File: src/rtl/cpu_pkg.sv
// Shared pipeline-control definitions: sequencer state encoding and the
// destination index used for bubbles (x0, never a real write target).
package cpu_pkg;

   typedef enum logic [1:0] {
      ST_RUN = 2'd0,
      ST_MDU = 2'd1,
      ST_MEM = 2'd2
   } state_t;

   localparam logic [4:0] RD_BUBBLE = 5'd0;

endpackage

File: src/rtl/hazard_detect.sv
// Load-use comparator: flags an ID source that needs a load result still in EX.
// Purely combinational, no state; x0 never matches.
module hazard_detect
   import cpu_pkg::*;
(
   input  logic       id_rs1_re_i,
   input  logic       id_rs2_re_i,
   input  logic [4:0] id_rs1_addr_i,
   input  logic [4:0] id_rs2_addr_i,
   input  logic       ex_rd_we_i,
   input  logic [4:0] ex_rd_addr_i,
   input  logic       ex_is_load_i,
   output logic       load_use_o
);

   logic rs1_hit;
   logic rs2_hit;

   assign rs1_hit = id_rs1_re_i && (id_rs1_addr_i == ex_rd_addr_i);
   assign rs2_hit = id_rs2_re_i && (id_rs2_addr_i == ex_rd_addr_i);

   assign load_use_o = ex_is_load_i && ex_rd_we_i && (ex_rd_addr_i != RD_BUBBLE)
                       && (rs1_hit || rs2_hit);

endmodule

File: src/rtl/pipe_ctrl.sv
// Five-stage pipeline sequencer: hold/flush controls for memory wait, MDU
// occupancy, taken branches and load-use. Outputs combinational from state and inputs.
module pipe_ctrl
   import cpu_pkg::*;
#(
   parameter int MDU_LAT     = 4,
   parameter int MEM_TIMEOUT = 64
) (
   input  logic       clk,
   input  logic       rst,
   input  logic       id_rs1_re,
   input  logic       id_rs2_re,
   input  logic [4:0] id_rs1_addr,
   input  logic [4:0] id_rs2_addr,
   input  logic       ex_rd_we,
   input  logic [4:0] ex_rd_addr,
   input  logic       ex_is_load,
   input  logic       ex_branch_taken,
   input  logic       ex_mdu_start,
   input  logic       me_req,
   input  logic       me_ack,
   output logic       pc_hold,
   output logic       if_id_hold,
   output logic       id_ex_hold,
   output logic       ex_me_hold,
   output logic       if_id_flush,
   output logic       id_ex_flush,
   output logic       ex_me_flush,
   output logic       me_wb_flush,
   output logic       mem_err,
   output logic       mdu_busy
);

   localparam logic [3:0] MDU_LOAD = 4'(MDU_LAT - 2);
   localparam logic [7:0] MEM_LAST = 8'(MEM_TIMEOUT - 1);

   state_t     state_q, state_d;
   state_t     ret_q, ret_d;
   state_t     eff_st;
   logic [3:0] mdu_cnt_q, mdu_cnt_d;
   logic [7:0] mem_cnt_q, mem_cnt_d;
   logic       load_use;
   logic       stall_raw;
   logic       timeout;
   logic       freeze;
   logic       mdu_entry;
   logic       occupied;

   hazard_detect u_hazard (
      .id_rs1_re_i   (id_rs1_re),
      .id_rs2_re_i   (id_rs2_re),
      .id_rs1_addr_i (id_rs1_addr),
      .id_rs2_addr_i (id_rs2_addr),
      .ex_rd_we_i    (ex_rd_we),
      .ex_rd_addr_i  (ex_rd_addr),
      .ex_is_load_i  (ex_is_load),
      .load_use_o    (load_use)
   );

   // The cycle that leaves MEM (ack or timeout) behaves as the state it interrupted,
   // so an interrupted MDU operation keeps its exact occupancy count.
   assign eff_st    = (state_q == ST_MEM) ? ret_q : state_q;
   assign stall_raw = me_req && !me_ack;
   assign timeout   = stall_raw && (mem_cnt_q == MEM_LAST);
   assign freeze    = stall_raw && !timeout;
   assign mdu_entry = (eff_st == ST_RUN) && ex_mdu_start;
   assign occupied  = mdu_entry || ((eff_st == ST_MDU) && (mdu_cnt_q != 4'd0));

   always_comb begin
      state_d     = eff_st;
      ret_d       = ret_q;
      mdu_cnt_d   = mdu_cnt_q;
      mem_cnt_d   = 8'd0;
      pc_hold     = 1'b0;
      if_id_hold  = 1'b0;
      id_ex_hold  = 1'b0;
      ex_me_hold  = 1'b0;
      if_id_flush = 1'b0;
      id_ex_flush = 1'b0;
      ex_me_flush = 1'b0;
      me_wb_flush = 1'b0;
      mem_err     = 1'b0;
      mdu_busy    = 1'b0;
      if (freeze) begin
         state_d     = ST_MEM;
         if (state_q != ST_MEM) ret_d = state_q;
         mem_cnt_d   = mem_cnt_q + 8'd1;
         pc_hold     = 1'b1;
         if_id_hold  = 1'b1;
         id_ex_hold  = 1'b1;
         ex_me_hold  = 1'b1;
         me_wb_flush = 1'b1;
      end else begin
         me_wb_flush = timeout;
         mem_err     = timeout;
         if (occupied) begin
            pc_hold     = 1'b1;
            if_id_hold  = 1'b1;
            id_ex_hold  = 1'b1;
            ex_me_flush = 1'b1;
            mdu_busy    = 1'b1;
            if (mdu_entry) begin
               state_d   = ST_MDU;
               mdu_cnt_d = MDU_LOAD;
            end else begin
               mdu_cnt_d = mdu_cnt_q - 4'd1;
            end
         end else begin
            if (eff_st == ST_MDU) state_d = ST_RUN;
            if (ex_branch_taken) begin
               if_id_flush = 1'b1;
               id_ex_flush = 1'b1;
            end else if (load_use) begin
               pc_hold     = 1'b1;
               if_id_hold  = 1'b1;
               id_ex_flush = 1'b1;
            end
         end
      end
      if (rst) begin
         pc_hold     = 1'b0;
         if_id_hold  = 1'b0;
         id_ex_hold  = 1'b0;
         ex_me_hold  = 1'b0;
         if_id_flush = 1'b0;
         id_ex_flush = 1'b0;
         ex_me_flush = 1'b0;
         me_wb_flush = 1'b0;
         mem_err     = 1'b0;
         mdu_busy    = 1'b0;
      end
   end

   always_ff @(posedge clk) begin
      if (rst) begin
         state_q   <= ST_RUN;
         ret_q     <= ST_RUN;
         mdu_cnt_q <= 4'd0;
         mem_cnt_q <= 8'd0;
      end else begin
         state_q   <= state_d;
         ret_q     <= ret_d;
         mdu_cnt_q <= mdu_cnt_d;
         mem_cnt_q <= mem_cnt_d;
      end
   end

endmodule

File: config.mk
export PLATFORM = sky130hd
export DESIGN_NAME = pipe_ctrl
export DESIGN_NICKNAME = d
export VERILOG_FILES = /design/src/rtl/cpu_pkg.sv /design/src/rtl/hazard_detect.sv /design/src/rtl/pipe_ctrl.sv
export SDC_FILE = /design/constraint.sdc
export NUM_CORES = 1
export LEC_CHECK = 0
export CAP_MARGIN = 20
export CORE_MARGIN = 1.5
export CORE_UTILIZATION = 47
export CTS_CLUSTER_SIZE = 28
export DETAILED_ROUTE_END_ITERATION = 16
export GPL_ROUTABILITY_DRIVEN = 0
export GPL_TIMING_DRIVEN = 0
export PLACE_DENSITY = 0.85
export SLEW_MARGIN = 40
export SYNTH_ARGS = -nofsm -noshare
export SYNTH_HDL_FRONTEND = slang
export SYNTH_SLANG_ARGS = --single-unit
File: constraint.sdc
create_clock -name clk -period 3.9 [get_ports clk]
set_input_delay 0.78 -clock clk [delete_from_list [all_inputs] [get_ports clk]]
set_output_delay 0.78 -clock clk [all_outputs]
set_load 0.01 [all_outputs]
* After elaboration in Yosys (flattened, before gate mapping)
Cells that the tools add are included.
** Storage, ports and cells
- Register bits :: 16
- Output and inout port bits :: 10
- Word-level logic and storage cells :: 65
- Input bits :: 25
** Operators by class
- Muxes and demuxes :: 30
- Bitwise logic cells :: 1
- Reduce and logical (&&, ||, !) cells :: 21
- Add/subtract/negate cells :: 2
- Equal/unequal tests :: 6
** Operators with widths (count)
- 2-to-1 mux 1 bit :: 24
- equality test 5 bit :: 2
- logical AND 1 bit :: 10
- 2-to-1 mux 2 bit :: 5
- adder 8 x 1 -> 8 bit, second input constant :: 1
- equality test 8 x 6 -> 1 bit, second input constant :: 1
- nonzero test 5 bit :: 1
- 2-to-1 mux 4 bit :: 1
- AND reduction 2 bit :: 2
- nonzero test 4 bit :: 1
- OR reduction 2 bit :: 2
- subtractor 4 x 1 -> 4 bit, second input constant :: 1
- equality test 2 x 1 -> 1 bit, second input constant :: 1
- equality test 2 bit, second input constant :: 1
- logical NOT 1 bit :: 2
- logical NOT 2 bit :: 1
- logical OR 1 bit :: 2
- != test 2 bit, second input constant :: 1
- NOT 1 bit :: 1

* Longest topological paths before layout
- Depth after elaboration :: 9
- Depth in mapped cells :: 7
- Mapped depth without buffers :: 7

* Modules after synthesis
From an unflattened synthesis, not the netlist that was laid out.
** Unflattened totals
- Cell total of the unflattened synthesis :: 121
- Area total of the unflattened synthesis :: 1013.5 um2
** By module, submodules not included
- pipe_ctrl :: cells each 104, area an instance 878.3 um2, times used 1, seq. area each 320.3 um2
- hazard_detect :: cells each 17, area an instance 135.1 um2, times used 1, seq. area each 0.0 um2

* Worst setup path after synthesis
No wires, ideal clock.
- Kind :: input to output
- Start :: in ex_rd_addr[0]
- End :: out pc_hold
- Arrival :: 1882 ps
- Path slack :: 1238 ps
- Path buffers :: 1
- Cell stages on the path :: 5
- Data required time :: 3120 ps
- Cells stage by stage :: or3_1 -> o311a_1 -> nand3_1 -> o221ai_1 -> buf_4
** On the way
- Word-level cells in the longest chain between the ends :: 9
- Elaborated cells between the ends (all ways) :: 13
- Those cells by class :: 2 x eq/ne; 5 x mux; 6 x reduce/logical
** Ends and longest elaborated chain
- from (decl) :: line pipe_ctrl.sv:16 : input logic [4:0] ex_rd_addr,
- equality test 5 bit (on tied branches) :: line hazard_detect.sv:19, hazard_detect.sv:20
- logical AND 1 bit (on tied branches) :: line hazard_detect.sv:19, hazard_detect.sv:20
- logical OR 1 bit :: line hazard_detect.sv:23 : && (rs1_hit || rs2_hit);
- logical AND 1 bit * :: line hazard_detect.sv:23
- 2-to-1 mux 1 bit * (5 in series)
- to (decl) :: line pipe_ctrl.sv:22 : output logic pc_hold,
Mark *: on every way between the ends. The rest lies on a longest branch, timed or not.

* Worst setup path after layout
- Start :: in ex_rd_addr[3]
- End :: out pc_hold
** On the way
- Word-level cells in the longest chain between the ends :: 9
- Elaborated cells between the ends (all ways) :: 13
- Those cells by class :: 2 x eq/ne; 5 x mux; 6 x reduce/logical
** Ends and longest elaborated chain
- equality test 5 bit (on tied branches) :: line hazard_detect.sv:19, hazard_detect.sv:20
- logical AND 1 bit (on tied branches) :: line hazard_detect.sv:19, hazard_detect.sv:20
- logical OR 1 bit :: line hazard_detect.sv:23
- logical AND 1 bit * :: line hazard_detect.sv:23
- 2-to-1 mux 1 bit * :: line pipe_ctrl.sv:113 : end else if (load_use) begin
- 2-to-1 mux 1 bit * :: line pipe_ctrl.sv:110 : if (ex_branch_taken) begin
- 2-to-1 mux 1 bit * :: line pipe_ctrl.sv:96 : if (occupied) begin
- 2-to-1 mux 1 bit * :: line pipe_ctrl.sv:84 : if (freeze) begin
- 2-to-1 mux 1 bit * :: line pipe_ctrl.sv:120 : if (rst) begin
Marked as above.

==> results.txt <==
The flow ran to the end, and the final reports show no timing, DRC or antenna violations. The height of the die is 49.0 microns. The internal reg-to-reg setup slack is 2260 ps. The summed negative setup slack over all endpoints is 0 ps. The average footprint of a synthesized cell is 8.49 sq um. The number of I/O port buffers came out at 34.

The clock period minus worst slack is 3610 ps. The fraction of synthesized cell area in xor and xnor cells came out at 14.1%. The depth of the CTS H-tree came out at 1. The cell area that synthesis handed to floorplanning was 993 sq um.

The detail route stage leaves a number of antenna-violating nets equal to 0. The detailed router finished its first iteration with 8 violations. The critical path contains buffers and inverters numbering 3 combined.

sky130_fd_sc_hd__dfxtp_1 takes more of the synthesized area than any other cell. The multi-input combinational cells in the finished layout cover a total of 632 sq um. The CTS tree is yes. The largest vdd supply drop came out at 242 uV. Synthesis inferred 16 register bits. The number of resized instances in the post-cts repair step came out at 0. The total clock sinks is 16. Cells with a size suffix above 1 make up 9.68% of the layout. For this run, the slowest stage of the critical path takes 530 ps.

On the critical path, the stage with the largest delay is an instance of sky130_fd_sc_hd__clkdlybuf4s50_1. The clock input transition at the sequential cells of the worst setup and hold paths is 90 ps. The number of antenna diodes in the final layout is 0. The number of global-route vias before repair came out at 963. The worst setup path is captured at an output port.

The post-synthesis cell type count is 43. The number of pins exceeding their max-slew limit in the final report is 0. The number of enable flip-flop cells after synthesis is 0. The clock latency on the worst-skew pair came out at 290 ps. The total power divided by cell area is 276 nW/um^2. The destination of the worst hold path is mem_cnt_q[0].

The Yosys warning count came out at 0. The share of the synthesized area in compound gates (AO/OA/AOI/OAI) is 19.3%. The fmax is 277 MHz. By area, the combinational part of the netlist is dominated by simple AND/OR/NAND/NOR gates.

The detail-routed net length per standard cell came out at 12.1 microns. The sum of net half-perimeters after detailed placement is 1760 microns. The share of cell area taken by muxes after synthesis is 2.02%. The tightest min-delay check is of the flip-flop to flip-flop type. The number of buffers inserted by post-CTS setup repair is 0.

Summed over all layers, the global routing overflow is 0. The endpoint of the worst register-to-register path is mdu_cnt_q[3]. The starting density of the core came out at 50.1%. The number of antenna violations at the first check in global routing came out at 0. The arithmetic-cell share of the synthesized area counting full adders, half adders and majority gates is 2.52%. The area taken by flip-flops and latches is 320 sq um. The final number of setup-violating endpoints is 0. The buffer levels on the longest clock path is 2. After layout, the worst path uses 92.5% of the clock period.

The library cell used most frequently in the layout, excluding fill and tap cells, is sky130_fd_sc_hd__clkdlybuf4s50_1. The count of nets after finishing came out at 183. The max-capacitance violation count came out at 0. CTS placed an instance of sky130_fd_sc_hd__clkbuf_4 at the clock tree root. The overall track demand over capacity in global routing came out at 20.5%. The first-pass GRT wire length is 3920 microns. Counting the buffers created by CTS gives 3. The number of placed instances, taps included is 178. The number of endpoints with negative hold slack in the final report came out at 0. For this run, the number of standard cells in the final layout without fillers is 182. The area of all placed cells without fillers is 1400 sq um.

The static leakage came out at 0.542 nW. The startpoint of the worst hold path is mem_cnt_q[0]. The standard cell area after detailed placement is 1370 sq um. The count of TritonRoute iterations in the first routing pass is 4. The top cell type's share of synthesized area came out at 32.2%.

Broken down by cell family, the worst path's largest delay share belongs to buffers and inverters. For this design, the CTS-stage hold fixing added 0 buffers. The least setup slack across all paths after layout is 294 ps. The critical path goes through clkdlybuf4s50_1, xor2_1, nor4_1, a32oi_1, o221ai_1, buf_4, clkdlybuf4s50_1. The hold-critical path depth is 1. The post-synth net total is 144.

The worst path arrival time is 2830 ps. STA classifies the critical path startpoint as an input port. Headroom to the max-slew limit came out at 73.2%. The top cell types in the final layout, fill and taps aside, are sky130_fd_sc_hd__clkdlybuf4s50_1 (34), sky130_fd_sc_hd__dfxtp_1 (16), sky130_fd_sc_hd__nor2_1 (14).

Row generation in the floorplan step produced 16 rows. For this run, the leading register cell type out of synthesis is sky130_fd_sc_hd__dfxtp_1. The simple-gate share of the synthesized area came out at 25.7%. The number of I/O pins is 35. The number of vias per cell after detailed routing is 5.27. Sorting the synthesized cells by area gives the leading types as sky130_fd_sc_hd__dfxtp_1 (32%), sky130_fd_sc_hd__xor2_1 (11%), sky130_fd_sc_hd__nor2_1 (5.3%). The length in cells of the worst reg-to-reg path came out at 7. The reg-to-reg critical path startpoint is mem_cnt_q[0]. Summing the sequential cell areas from Yosys gives 32.2% of the chip area. The setup slack at placement is 299 ps. The most numerous cell type found on the critical path is sky130_fd_sc_hd__clkdlybuf4s50_1.

The routed via count is 960. The share of flip-flops with an asynchronous set or reset after synthesis is 0%. The die covers 2400 sq um. The core outline area is 1980 sq um. Setup repair after global routing left no endpoint under its margin.

The final routed wirelength across all metal layers came out at 2210 microns. The maximum fanout count along the critical path came out at 3. The slew at the pin closest to its max-slew limit is 402 ps. The worst setup path is of the input port to output port kind.

Entering global routing, the biggest net connects 11 pins. The number of filler instances in the final layout came out at 161. The number of remaining DRC errors came out at 0. Synthesis produced a netlist whose cell count is 117. The layout-stage area growth over the synthesis result is 41.3%.

The width of the die is 49.0 microns. The required time at the worst-slack endpoint is 3120 ps. The clock arrives with 0.735 ps of skew.
## sequential cells by signal (all words and copies together) (netlist names)
register	cells
mem_cnt_q	8
mdu_cnt_q	4
ret_q	2
state_q	2
## how the worst max path moves through the flow
stage | start | to | slack [ps] | depth (start not counted)
after floorplan | ex_rd_addr[0] | pc_hold | 1240 | 5
after global placement | ex_rd_addr[3] | pc_hold | 290 | 7
after detailed placement | ex_rd_addr[3] | pc_hold | 300 | 7
after CTS | ex_rd_addr[0] | pc_hold | 290 | 7
after global routing | ex_rd_addr[3] | pc_hold | 230 | 7
final | ex_rd_addr[3] | pc_hold | 290 | 7
## worst reg2reg max path: stages, from the launching register on
cell                      delay [ps]
sky130_fd_sc_hd__dfxtp_1         410
sky130_fd_sc_hd__ha_1            250
sky130_fd_sc_hd__nor3b_2         240
sky130_fd_sc_hd__nand2_1         110
sky130_fd_sc_hd__nand2_2         180
sky130_fd_sc_hd__inv_2            90
sky130_fd_sc_hd__o21ai_0         170
sky130_fd_sc_hd__mux2i_1          90
## Yosys cell counts, types with 2 or more instances
cell / number
sky130_fd_sc_hd__o21bai_1: 2
sky130_fd_sc_hd__a21oi_1: 4
sky130_fd_sc_hd__dfxtp_1: 16
sky130_fd_sc_hd__o211ai_1: 3
sky130_fd_sc_hd__nor2_1: 14
sky130_fd_sc_hd__ha_1: 2
sky130_fd_sc_hd__buf_4: 2
sky130_fd_sc_hd__a21o_1: 2
sky130_fd_sc_hd__mux2i_1: 2
sky130_fd_sc_hd__nor4_1: 2
sky130_fd_sc_hd__xor2_1: 13
sky130_fd_sc_hd__o21ai_0: 4
sky130_fd_sc_hd__xnor2_1: 3
sky130_fd_sc_hd__o21a_1: 2
sky130_fd_sc_hd__nand4_1: 2
sky130_fd_sc_hd__nor3_1: 3
sky130_fd_sc_hd__nand2_1: 6
sky130_fd_sc_hd__nand3_1: 4
sky130_fd_sc_hd__nand2b_1: 3
sky130_fd_sc_hd__inv_1: 5
## area by class of cell
class,count,area share (%)
multi-input cells,92,45.0
repair buffers,34,24.2
flip-flops and latches,16,22.8
clock buffers,4,2.58
well taps,27,2.41
inverters,6,1.60
plain buffers,3,1.34
## logic make-up (layout without fill, tap and decap cells)
kind of cell | count (synthesis) | count (layout)
compound gates | 26 | 26
xor+xnor | 16 | 16
fa+ha+maj | 2 | 2
buf+inv | 9 | 47
flops | 16 | 16
mux | 2 | 2
simple gates | 46 | 46
## metrics by stage
stage | hold slack (ps) | utilization (%) | total power [W]
final | 496 | 70.8 | 0.000388
after global routing | 535 | 70.8 | 0.000407
after CTS | 496 | 70.8 | 0.000391
after detailed placement | 474 | 69.0 | 0.000281
after global placement | 462 | 69.0 | 0.000278
after floorplan | 442 | - | 0.000231
## routing by layer
metal  GRT usage [%]  up-vias  routed length, microns
met1            23.1      426                     979
met4            10.0        0                      46
met3            6.13        5                     206
met2            34.9       37                     977
li1                -      492                       -
met5               0        -                       0
## power by group
group          total [W]  switching, W  internal (W)
combinational   0.000101     0.0000415     0.0000592
clock           0.000110     0.0000535     0.0000570
sequential      0.000177    0.00000680      0.000170
total           0.000388      0.000102      0.000286
Power figures use the tool's default switching activity.
